**config.mk**
```make
export PLATFORM = sky130hd
export DESIGN_NAME = alu_div_seq
export DESIGN_NICKNAME = d
export VERILOG_FILES = /design/src/rtl/alu_div_seq.sv
export SDC_FILE = /design/constraint.sdc
export NUM_CORES = 1
export LEC_CHECK = 0
export ABC_AREA = 1
export CAP_MARGIN = 5
export CORE_ASPECT_RATIO = 1.4
export CORE_UTILIZATION = 30
export CTS_BUF_LIST = sky130_fd_sc_hd__clkbuf_4
export DETAILED_ROUTE_END_ITERATION = 16
export SYNTH_ARGS = -nofsm -noshare
export SYNTH_HDL_FRONTEND = slang
export SYNTH_SLANG_ARGS = --single-unit
```
**constraint.sdc**
```tcl
create_clock -name clk -period 2.6 [get_ports clk]
set_input_delay 0.26 -clock clk [delete_from_list [all_inputs] [get_ports clk]]
set_output_delay 0.26 -clock clk [all_outputs]
set_load 0.005 [all_outputs]
```
**src/rtl/alu_div_seq.sv**
```systemverilog
// rtl/alu_div_seq.sv - sequential restoring divider for DIV/DIVU, fixed 34-edge latency
module alu_div_seq #(
  parameter int WIDTH = 32
) (
  input  logic             clk,
  input  logic             resetn,
  input  logic             req_valid,
  output logic             req_ready,
  input  logic             req_signed,
  input  logic [WIDTH-1:0] req_a,
  input  logic [WIDTH-1:0] req_b,
  input  logic             flush,
  output logic             busy,
  output logic             out_valid,
  input  logic             out_ready,
  output logic [WIDTH-1:0] lo,
  output logic [WIDTH-1:0] hi
);

  typedef enum logic [2:0] {
    S_IDLE = 3'd0,
    S_PREP = 3'd1,
    S_ITER = 3'd2,
    S_FIX  = 3'd3,
    S_DONE = 3'd4
  } state_t;

  state_t           state, state_nxt;
  logic [4:0]       cnt;
  logic [WIDTH-1:0] a_q;     // raw dividend, kept for the divide-by-zero remainder
  logic [WIDTH-1:0] b_q;     // raw divisor, replaced by its magnitude in PREP
  logic [WIDTH-1:0] quo;
  logic [WIDTH-1:0] rem;
  logic             sgn, sa, sb;
  logic [WIDTH:0]   trial;
  logic [WIDTH-1:0] quo_step, rem_step;

  assign req_ready = (state == S_IDLE);
  assign busy      = (state != S_IDLE);
  assign out_valid = (state == S_DONE);

  always_ff @(posedge clk or negedge resetn) begin
    if (!resetn) state <= S_IDLE;
    else         state <= state_nxt;
  end

  always_comb begin
    state_nxt = state;
    if (flush) begin
      state_nxt = S_IDLE;
    end else begin
      case (state)
        S_IDLE:  if (req_valid) state_nxt = S_PREP;
        S_PREP:  state_nxt = S_ITER;
        S_ITER:  if (cnt == 5'd31) state_nxt = S_FIX;
        S_FIX:   state_nxt = S_DONE;
        S_DONE:  if (out_ready) state_nxt = S_IDLE;
        default: state_nxt = S_IDLE;
      endcase
    end
  end

  // One restoring step: shift the next dividend bit into the remainder and try to subtract.
  always_comb begin
    trial = {rem, quo[WIDTH-1]} - {1'b0, b_q};
    if (!trial[WIDTH]) begin
      rem_step = trial[WIDTH-1:0];
      quo_step = {quo[WIDTH-2:0], 1'b1};
    end else begin
      rem_step = {rem[WIDTH-2:0], quo[WIDTH-1]};
      quo_step = {quo[WIDTH-2:0], 1'b0};
    end
  end

  always_ff @(posedge clk or negedge resetn) begin
    if (!resetn) begin
      cnt <= '0;
      a_q <= '0;
      b_q <= '0;
      quo <= '0;
      rem <= '0;
      sgn <= 1'b0;
      sa  <= 1'b0;
      sb  <= 1'b0;
      lo  <= '0;
      hi  <= '0;
    end else if (!flush) begin
      case (state)
        S_IDLE: begin
          if (req_valid) begin
            a_q <= req_a;
            b_q <= req_b;
            sgn <= req_signed;
          end
        end
        S_PREP: begin
          sa  <= sgn & a_q[WIDTH-1];
          sb  <= sgn & b_q[WIDTH-1];
          quo <= (sgn & a_q[WIDTH-1]) ? -a_q : a_q;
          b_q <= (sgn & b_q[WIDTH-1]) ? -b_q : b_q;
          rem <= '0;
          cnt <= '0;
        end
        S_ITER: begin
          quo <= quo_step;
          rem <= rem_step;
          cnt <= cnt + 5'd1;
        end
        S_FIX: begin
          // A zero divisor yields all-ones quotient and the untouched dividend.
          if (b_q == '0) begin
            lo <= '1;
            hi <= a_q;
          end else begin
            lo <= (sa ^ sb) ? -quo : quo;
            hi <= sa ? -rem : rem;
          end
        end
        default: ;
      endcase
    end
  end

endmodule

```
# Word level (Yosys, flattened, before mapping)
# Index checks and enable logic that the tools add are counted.
dict set report totals {
  output_inout_bits 67
  input_bits 70
  elab_cells 60
  reg_bits 203
}
dict set report op_classes {
  reduce_logical 11
  n_addsub 6
  n_mux 18
  n_eq_ne 10
  bitwise_logic 4
}
# op n
set op_table {}
lappend op_table {{32-bit two-way mux} 8}
lappend op_table {{32-bit case mux with 2 select lines} 3}
lappend op_table {{32-bit negation} 4}
lappend op_table {{33-bit by 32-bit subtractor with 33-bit output} 1}
lappend op_table {{32-bit logical NOT} 1}
lappend op_table {{3-bit case mux with 5 select lines} 1}
lappend op_table {{3-bit two-way mux} 4}
lappend op_table {{5-bit case mux with 2 select lines} 1}
lappend op_table {{3-bit by 2-bit == test with 1-bit output (second input constant)} 2}
lappend op_table {{3-bit by 2-bit inequality test with 1-bit output (second input constant)} 2}
lappend op_table {{2-bit AND reduction} 3}
lappend op_table {{3-bit AND reduction} 2}
lappend op_table {{5-bit by 1-bit adder with 5-bit output (second input constant)} 1}
lappend op_table {{5-bit == test (second input constant)} 1}
lappend op_table {{2-bit inequality test (second input constant)} 2}
lappend op_table {{4-bit AND reduction} 1}
lappend op_table {{2-bit nonzero test} 2}
lappend op_table {{3-bit by 1-bit == test with 1-bit output (second input constant)} 1}
lappend op_table {{3-bit == test (second input constant)} 1}
lappend op_table {{3-bit logical NOT} 1}
lappend op_table {{3-bit inequality test (second input constant)} 1}
lappend op_table {{3-bit nonzero test} 1}
lappend op_table {{1-bit bitwise AND} 2}
lappend op_table {{1-bit two-way mux} 1}
lappend op_table {{other kinds (2)} 2}

# Longest topological paths before layout
# Gate-level depths: netlist of the first run.
dict set report depth {
  word_depth 4
  ltp_mapped 18
  depth_no_buf 17
}

# Least setup slack after synthesis of the first run
# Ideal clock, no wire load.
dict set report synth_path {
  path_kind {register to register}
  from {register quo[31]}
  to {register rem[19]}
  setup_time_ns 0.118
  setup_slack_ns 0.253
  t_required_ns 2.482
  stages_incl_launch_ff 19
  period_less_slack_ns 2.347
  t_arrival_ns 2.229
  path_buffers 1
  path_cell_list {dfrtp_1 inv_1 ha_1 fa_1 inv_1 nand2_1 nand2_1 nand3_1 nand2_1 nand2_1 nand2_1 nand2_1 nand2_1 nand2_1 nand2_2 buf_4 nand2_1 nand3_1 nand2_1}
}
dict set report synth_between {
  elab_chain_len 3
}
# item line
set synth_lines {}
lappend synth_lines {{from (decl)} 32} ;# logic [WIDTH-1:0] quo;
lappend synth_lines {{from (signal assigned)} 99} ;# quo <= (sgn & a_q[WIDTH-1]) ? -a_q : a_q;
lappend synth_lines {{from (signal assigned)} 105} ;# quo <= quo_step;
lappend synth_lines {{33-bit by 32-bit subtractor with 33-bit output} 65} ;# trial = {rem, quo[WIDTH-1]} - {1'b0, b_q};
lappend synth_lines {{32-bit two-way mux} 66} ;# if (!trial[WIDTH]) begin
lappend synth_lines {{32-bit case mux with 2 select lines} 88} ;# case (state)
lappend synth_lines {{to (signal assigned)} 106} ;# rem <= rem_step;
lappend synth_lines {{to (decl)} 33} ;# logic [WIDTH-1:0] rem;
# Every way passes these cells.
# A chain may end at the register's enable or synchronous reset.

# Worst setup path after layout of the first run
dict set report layout_path {
  from {register b_q[24]}
  to {register rem[25]}
}
dict set report layout_between {
  elab_chain_len 3
}
# item line
set layout_lines {}
lappend layout_lines {{from (decl)} 31} ;# logic [WIDTH-1:0] b_q;
lappend layout_lines {{from (signal assigned)} 92} ;# b_q <= req_b;
lappend layout_lines {{from (signal assigned)} 100} ;# b_q <= (sgn & b_q[WIDTH-1]) ? -b_q : b_q;
lappend layout_lines {{33-bit by 32-bit subtractor with 33-bit output} 65}
lappend layout_lines {{32-bit two-way mux} 66}
lappend layout_lines {{32-bit case mux with 2 select lines} 88}
# Every way passes these cells.

==> impl_metrics.env, run 1 <==
export IMPL_async_reset_ff_frac=1.00
export IMPL_placed_cells=2967
export IMPL_internal_power_mw=9.16
export IMPL_final_setup_viol_count=0
export IMPL_drt_pre_antenna_iters=7
export IMPL_yosysWarnings=0
export IMPL_period_needed_ps=2450
export IMPL_cts_tree="built"
export IMPL_power_density_nw_per_um2=958
export IMPL_ys_types=48
export IMPL_grt_max_degree=62
export IMPL_grtUsageMet1=0.229
export IMPL_min_path_type="input pin to async pin"
export IMPL_routed_wl_um=52300
export IMPL_root_buffer="clkbuf_4"
export IMPL_numCtsBuffers=53
export IMPL_finalNetCount=2511
export IMPL_p_comb_frac=0.516
export IMPL_place_gp_congestion=0.945
export IMPL_p_leak_nw=9.20
export IMPL_final_common_cell="nand2_1"
export IMPL_outcome="finished, final reports clean"
export IMPL_slew_violations=0
export IMPL_via_count=15055
export IMPL_initial_core_util=0.304
export IMPL_cts_htree_levels=2
export IMPL_maxSlewHeadroom=0.624
export IMPL_grt_use_met2=0.396
export IMPL_reg2reg_slack_ps=150
export IMPL_cap_violations=0
export IMPL_detail_route_antenna_nets=0
export IMPL_setup_tns_ps=0
export IMPL_startpoint_type="flip-flop"
export IMPL_insertion_delay_ps=750
export IMPL_ys_ff_latch=203
export IMPL_grt_pass1_wl_um=82300
export IMPL_synth_nets=2280
export IMPL_layout_drive_gt1_share=0.0925
export IMPL_place_hpwl_um=41800
export IMPL_p_sw_mw=7.93
export IMPL_synth_largest_area_cell="dfrtp_1"
export IMPL_drt_initial_drc_count=889
export IMPL_grt_overflow=0
export IMPL_rsz0062_at_grt="yes"
export IMPL_yosysTopAreaCellShare=0.354
export IMPL_core_sq_um=47200
export IMPL_cts_buffer_depth=3
export IMPL_avgSynthCellArea_sq_um=6.61
export IMPL_drc=0
export IMPL_crit_type="flip-flop to flip-flop"
export IMPL_grtUsageMet3=0.0222
export IMPL_tightest_slew_ps=563
export IMPL_num_io_pins=137
export IMPL_fin_skew_ps=59.5
export IMPL_fmax_ghz=0.408
export IMPL_synth_ff_type="dfrtp_1"
export IMPL_synth_edf_count=0
export IMPL_vias_per_cell=4.91
export IMPL_crit_fanout=4
export IMPL_grt_pass1_vias=15358
export IMPL_final_cell_mix="nand2_1 (701), inv_1 (269), nor2_1 (224)"
export IMPL_fin_crit_sh=0.943
export IMPL_final_hold_violation_count=0
export IMPL_ir_worst_vdd_mv=0.400
export IMPL_die_h_um=261
export IMPL_crit_path_end_kind="flip-flop"
export IMPL_rows=94
export IMPL_utilization=0.378
export IMPL_seq_power_share=0.315
export IMPL_worstPathArrival_ps=3070
export IMPL_swShare=0.464
export IMPL_wl_per_cell_um=17.1
export IMPL_whs_ps=50.3
export IMPL_io_buffers=136
export IMPL_top_usage_layer="met2"
export IMPL_grt_util_all_layers=0.216
export IMPL_synth_area_leaders="dfrtp_1 (35%), nand2_1 (18%), inv_1 (7.2%)"
export IMPL_stdcell_count=3067
export IMPL_final_area_sq_um=17800
export IMPL_seq_area_frac_synth=0.354
export IMPL_clock_power_share=0.169
export IMPL_cts_sinks=203
export IMPL_clkTransAtPathRegs_ps=70
export IMPL_synth_area_sq_um=14400
export IMPL_die_area_sq_um=48700
export IMPL_cp_required_ps=3220
export IMPL_antenna_found_initial=2
export IMPL_syn_to_final_growth_pct=24.2
export IMPL_post_dp_cell_area_sq_um=17100
export IMPL_fp_dieW_um=187
export IMPL_syn_inst=2171
==> timing repair <==
action | 4_1_cts | 5_1_grt
endpoints found under the hold margin | 186 | 0
hold buffers | 1 | 0
buffers inserted | 0 | 3
pin swaps | 0 | 0
gates resized for setup | 1 | 24
setup endpoints to repair | 1 | 65
==> through the flow <==
stage / total power [mW] / worst slack (ps)
2_1_floorplan: 10.6 / 253
3_3_place_gp: 14.0 / 14.4
3_5_place_dp: 14.1 / 30.8
4_1_cts: 17.1 / 6.83
5_1_grt: 18.5 / -17.1
6_report: 17.1 / 149
==> Yosys cell counts, types with 5 or more instances <==
| master | number |
|---|---|
| buf_4 | 8 |
| xor2_1 | 63 |
| nand3_1 | 195 |
| a22oi_1 | 39 |
| a21oi_1 | 71 |
| inv_1 | 277 |
| nand2_1 | 704 |
| xnor2_1 | 10 |
| o21ai_1 | 28 |
| nor2_1 | 225 |
| nand4_1 | 23 |
| a31oi_1 | 10 |
| clkbuf_1 | 42 |
| nand3b_1 | 15 |
| o211ai_1 | 12 |
| buf_2 | 11 |
| dfrtp_1 | 203 |
| nor4_1 | 5 |
| o221ai_1 | 11 |
| ha_1 | 38 |
| o22ai_1 | 5 |
| nor3_1 | 25 |
| o21ai_0 | 105 |
==> worst paths after layout <==
check | from | end | depth (start not counted)
setup / recovery | b_q[24] | rem[25] | 13
hold / removal | resetn | b_q[29] | 2
setup reg to reg | b_q[24] | rem[25] | 13
hold reg to reg | hi[18] | hi[18] | 2
max in group asynchronous | resetn | lo[29] | 3
min in group clk | req_a[6] | a_q[6] | 3
==> power groups by stage <==
stage / logic, mW / registers (mW) / clock network, mW
finish: 8.83 / 5.38 / 2.89
global route: 9.86 / 5.53 / 3.12
CTS: 8.78 / 5.36 / 2.97
detailed placement: 8.73 / 5.41 / 0
global placement: 8.64 / 5.40 / 0
floorplan: 5.45 / 5.11 / 0
==> metal layers <==
layer	wire, um	vias up	part of all wire
li1	-	7499	-
met1	20000	6961	0.38
met2	26400	435	0.50
met3	1840	160	0.035
met4	4100	0	0.078
met5	0	-	0
==> final cells by class <==
| class | count | area [sq um] |
|---|---|---|
| Fill cell | 5004 | 29300 |
| Timing Repair Buffer | 238 | 2220 |
| Inverter | 282 | 1060 |
| Sequential cell | 203 | 5080 |
| Tap cell | 624 | 781 |
| Multi-Input combinational cell | 1624 | 8010 |
| Antenna cell | 1 | 2.50 |
| Clock buffer | 77 | 578 |
| Clock inverter | 18 | 97.6 |
==> sequential cells by signal, summed over array words and instances (netlist names) <==
register	flops
sa	1
b_q	32
rem	32
a_q	32
lo	32
sb	1
state	3
hi	32
quo	32
sgn	1
cnt	5
==> critical path, cell delays in order (launching register included) <==
cell and delay, ps:
dfrtp_1 420, inv_1 260, ha_1 300, buf_4 150, nand2_1 110, inv_1 50, a21oi_1 240, nand2_1 100
a21oi_1 250, nand3b_1 110, nand2_1 150, nand2_1 80, nand3_1 70, nand2_1 50
==> logic make-up after synthesis <==
logic type,share of synthesized area
and+or+nand+nor,0.353
buffers and inverters,0.0930
AOI/OAI and AO/OA,0.121
DFF,0.354
xor gates and xnor gates,0.0446
adders and majority gates,0.0345
Note: power is estimated with default switching activity, not from simulation.
==> run 2: changes to the inputs <==
--- a/config.mk
+++ b/config.mk
@@ -5,7 +5,6 @@
 export SDC_FILE = /design/constraint.sdc
 export NUM_CORES = 1
 export LEC_CHECK = 0
-export ABC_AREA = 1
 export CAP_MARGIN = 5
 export CORE_ASPECT_RATIO = 1.4
 export CORE_UTILIZATION = 30
==> run 2 against run 1 <==
Net effect:
- the flow now finishes with violations (setup timing)
- clock power is essentially flat
- hold slack gained 34 ps
- clock skew shrank 25 ps
- largest cell class unchanged
- power shrank 22%
- synthesized cell count shrank 32%
- highest routed layer unchanged
- largest power group unchanged
- first-iteration DRC count shrank 42%
==> impl_metrics.env, run 2 <==
export IMPL_startpoint_type="flip-flop"
export IMPL_yosys_area_share_simple=0.187
export IMPL_ys_ff_latch=203
export IMPL_synth_ff_type="dfrtp_1"
export IMPL_die_h_um=243
export IMPL_rsz0062_at_grt="yes"
export IMPL_yosys_area_share_adder=0.0397
export IMPL_power_total_mw=13.3
export IMPL_synth_xor_xnor_area_share=0.0856
export IMPL_min_path_type="input pin to flip-flop"
export IMPL_crit_fanout=7
export IMPL_critical_path_top_delay_family="simple AND/OR/NAND/NOR gates"
export IMPL_numCtsBuffers=51
export IMPL_syn_inst=1481
export IMPL_grt_pass1_wl_um=65000
export IMPL_layout_drive_gt1_share=0.263
export IMPL_cap_violations=0
export IMPL_drt_pre_antenna_iters=4
export IMPL_cts_buffer_depth=3
export IMPL_crit_reg2reg_launch="b_q[0]"
export IMPL_cp_cell_sequence="inv_2 > ha_4 > or3b_4 > or3_4 > or4_4 > nor2_4 > nand4_4 > or4_4 > buf_12 > clkbuf_16 > nand2_1 > o21ai_2 > o21ai_1"
export IMPL_syn_to_final_growth_pct=45.9
export IMPL_ys_types=67
export IMPL_utilization=0.442
export IMPL_grt_overflow=0
export IMPL_place_hpwl_um=30100
export IMPL_dp_slack_ps=-664
export IMPL_via_count=12374
export IMPL_period_needed_ps=3150
export IMPL_fp_dieW_um=174
export IMPL_cts_sinks=203
export IMPL_seq_area_frac_synth=0.407
export IMPL_antenna_found_initial=1
export IMPL_die_area_sq_um=42500
export IMPL_setup_ws_ps=-552
export IMPL_multi_input_area_sq_um=7710
export IMPL_wl_per_cell_um=17.0
export IMPL_fin_skew_ps=34.4
export IMPL_cp_required_ps=3230
export IMPL_fill_cells=4028
export IMPL_drt_initial_drc_count=519
export IMPL_synth_most_common_cell="nand2_1"
export IMPL_muxShareOfSynthArea=0.0240
export IMPL_crit_type="flip-flop to flip-flop"
export IMPL_tightest_slew_ps=868
export IMPL_yosysWarnings=0
export IMPL_io_buffers=136
export IMPL_path_common_cell="or4_4"
export IMPL_drc=0
export IMPL_cp_slowest_cell="or4_4"
export IMPL_ir_worst_vdd_mv=0.291
export IMPL_grt_util_all_layers=0.192
export IMPL_initial_core_util=0.303
export IMPL_slowest_delay_ps=470
export IMPL_place_gp_congestion=0.864
export IMPL_synth_compound_area_frac=0.213
export IMPL_synth_area_sq_um=12500
export IMPL_final_cell_mix="buf_4 (259), nand2_1 (236), dfrtp_1 (203)"
export IMPL_insertion_delay_ps=710
export IMPL_rows=88
export IMPL_wl_met2_um=20900
export IMPL_seq_area_sq_um=5080
export IMPL_fmax_ghz=0.317
export IMPL_finalNetCount=1986
export IMPL_crit_path_end_kind="flip-flop"
export IMPL_synth_area_leaders="dfrtp_1 (41%), nand2_1 (7.4%), o21ai_0 (5.6%)"
export IMPL_p_leak_nw=8.14
export IMPL_yosys_top_cells_count="nand2_1 (247), dfrtp_1 (203), o21ai_0 (140), nor2_1 (102), a21oi_1 (96)"
export IMPL_routed_wl_um=41800
export IMPL_avgSynthCellArea_sq_um=8.43
export IMPL_maxSlewHeadroom=0.420
export IMPL_final_common_cell="buf_4"
export IMPL_grt_pass1_vias=12389
export IMPL_synth_top_family_by_area="compound AO/OA/AOI/OAI gates"
export IMPL_synth_largest_area_cell="dfrtp_1"
export IMPL_async_reset_ff_frac=1.00
export IMPL_violations="setup timing"
export IMPL_final_setup_viol_count=117
export IMPL_cts_tree="built"
export IMPL_crit_start="b_q[0]"
export IMPL_worstPathArrival_ps=3790
export IMPL_num_io_pins=137
export IMPL_met1_length_um=17200
export IMPL_cts_htree_levels=2
export IMPL_final_hold_violation_count=0
export IMPL_routed_wl_met3_um=1910
export IMPL_root_buffer="clkbuf_4"
export IMPL_grt_max_degree=70
export IMPL_routed_top_layer="met4"
export IMPL_power_density_nw_per_um2=731
export IMPL_detail_route_antenna_nets=0
export IMPL_synth_nets=1590
export IMPL_outcome="complete, but fails checks"
export IMPL_core_sq_um=41200
export IMPL_setup_tns_ps=-45440
export IMPL_yosysTopAreaCellShare=0.407
export IMPL_slew_violations=0
export IMPL_clkTransAtPathRegs_ps=60
export IMPL_hp_start="req_a[2]"
export IMPL_vias_per_cell=5.04
export IMPL_path_buf_inv=3
export IMPL_fin_crit_sh=1.21
export IMPL_synth_edf_count=0
[run 2: routing by layer]
metal	up-vias	GRT usage
li1	6090	-
met1	5868	0.225
met2	311	0.341
met3	105	0.0317
met4	0	0.0862
met5	-	0
[run 2: logic make-up after synthesis]
family,after synthesis
AO/OA/AOI/OAI,441
XOR/XNOR,122
adder cells (fa/ha/maj),39
buffers and inverters,134
flip-flops,203
multiplexers,30
AND/OR/NAND/NOR,512
[run 2: what timing repair did]
action / 4_1_cts / 5_1_grt
gates cloned: 4 / 4
hold buffers: 1 / 0
endpoints found under the hold margin: 89 / 0
pin swaps: 29 / 33
endpoints found under the setup margin: 122 / 127
buffers inserted: 16 / 10
resized for setup: 108 / 80
[run 2: per-stage QoR]
step | cell area (sq um) | cells | hold WS, ps
final | 18200 | 2457 | 84.4
after global placement | 16300 | 2329 | 308
after floorplan | 12600 | 1481 | -35.6
after detailed placement | 16300 | 2329 | 307
after CTS | 17600 | 2441 | 16.4
after global routing | 18200 | 2457 | 18.6
[run 2: cell type report]
| class | count | area share |
|---|---|---|
| antenna | 2 | 0.000275 |
| inverter | 50 | 0.0103 |
| clock buffer | 69 | 0.0284 |
| tap | 540 | 0.0371 |
| timing repair buffer | 426 | 0.213 |
| clock inverter | 22 | 0.00907 |
| multi-input combinational | 1145 | 0.423 |
| sequential | 203 | 0.279 |
[run 2: worst reg2reg max path, cell delays in order, from the launching register on]
cell	delay, ps
dfrtp_1	390
inv_2	90
ha_4	130
or3b_4	370
or3_4	340
or4_4	440
nor2_4	160
nand4_4	100
or4_4	470
buf_12	180
clkbuf_16	180
nand2_1	70
o21ai_2	50
o21ai_1	110
[run 2: final timing paths]
kind,end,slack [ps],depth (start not counted)
worst max-delay path,hi[14],-550,13
worst max register to register,hi[14],-550,13
worst min-delay path,a_q[2],80,3
min in group asynchronous,quo[27],130,2
worst min register to register,hi[28],500,2
max in group asynchronous,lo[18],1760,3
[run 2: report_power, final]
group          switching [mW]  internal (mW)
Sequential              0.796           3.94
Combinational            2.78           2.88
Clock                    1.39           1.53
Total                    4.97           8.34
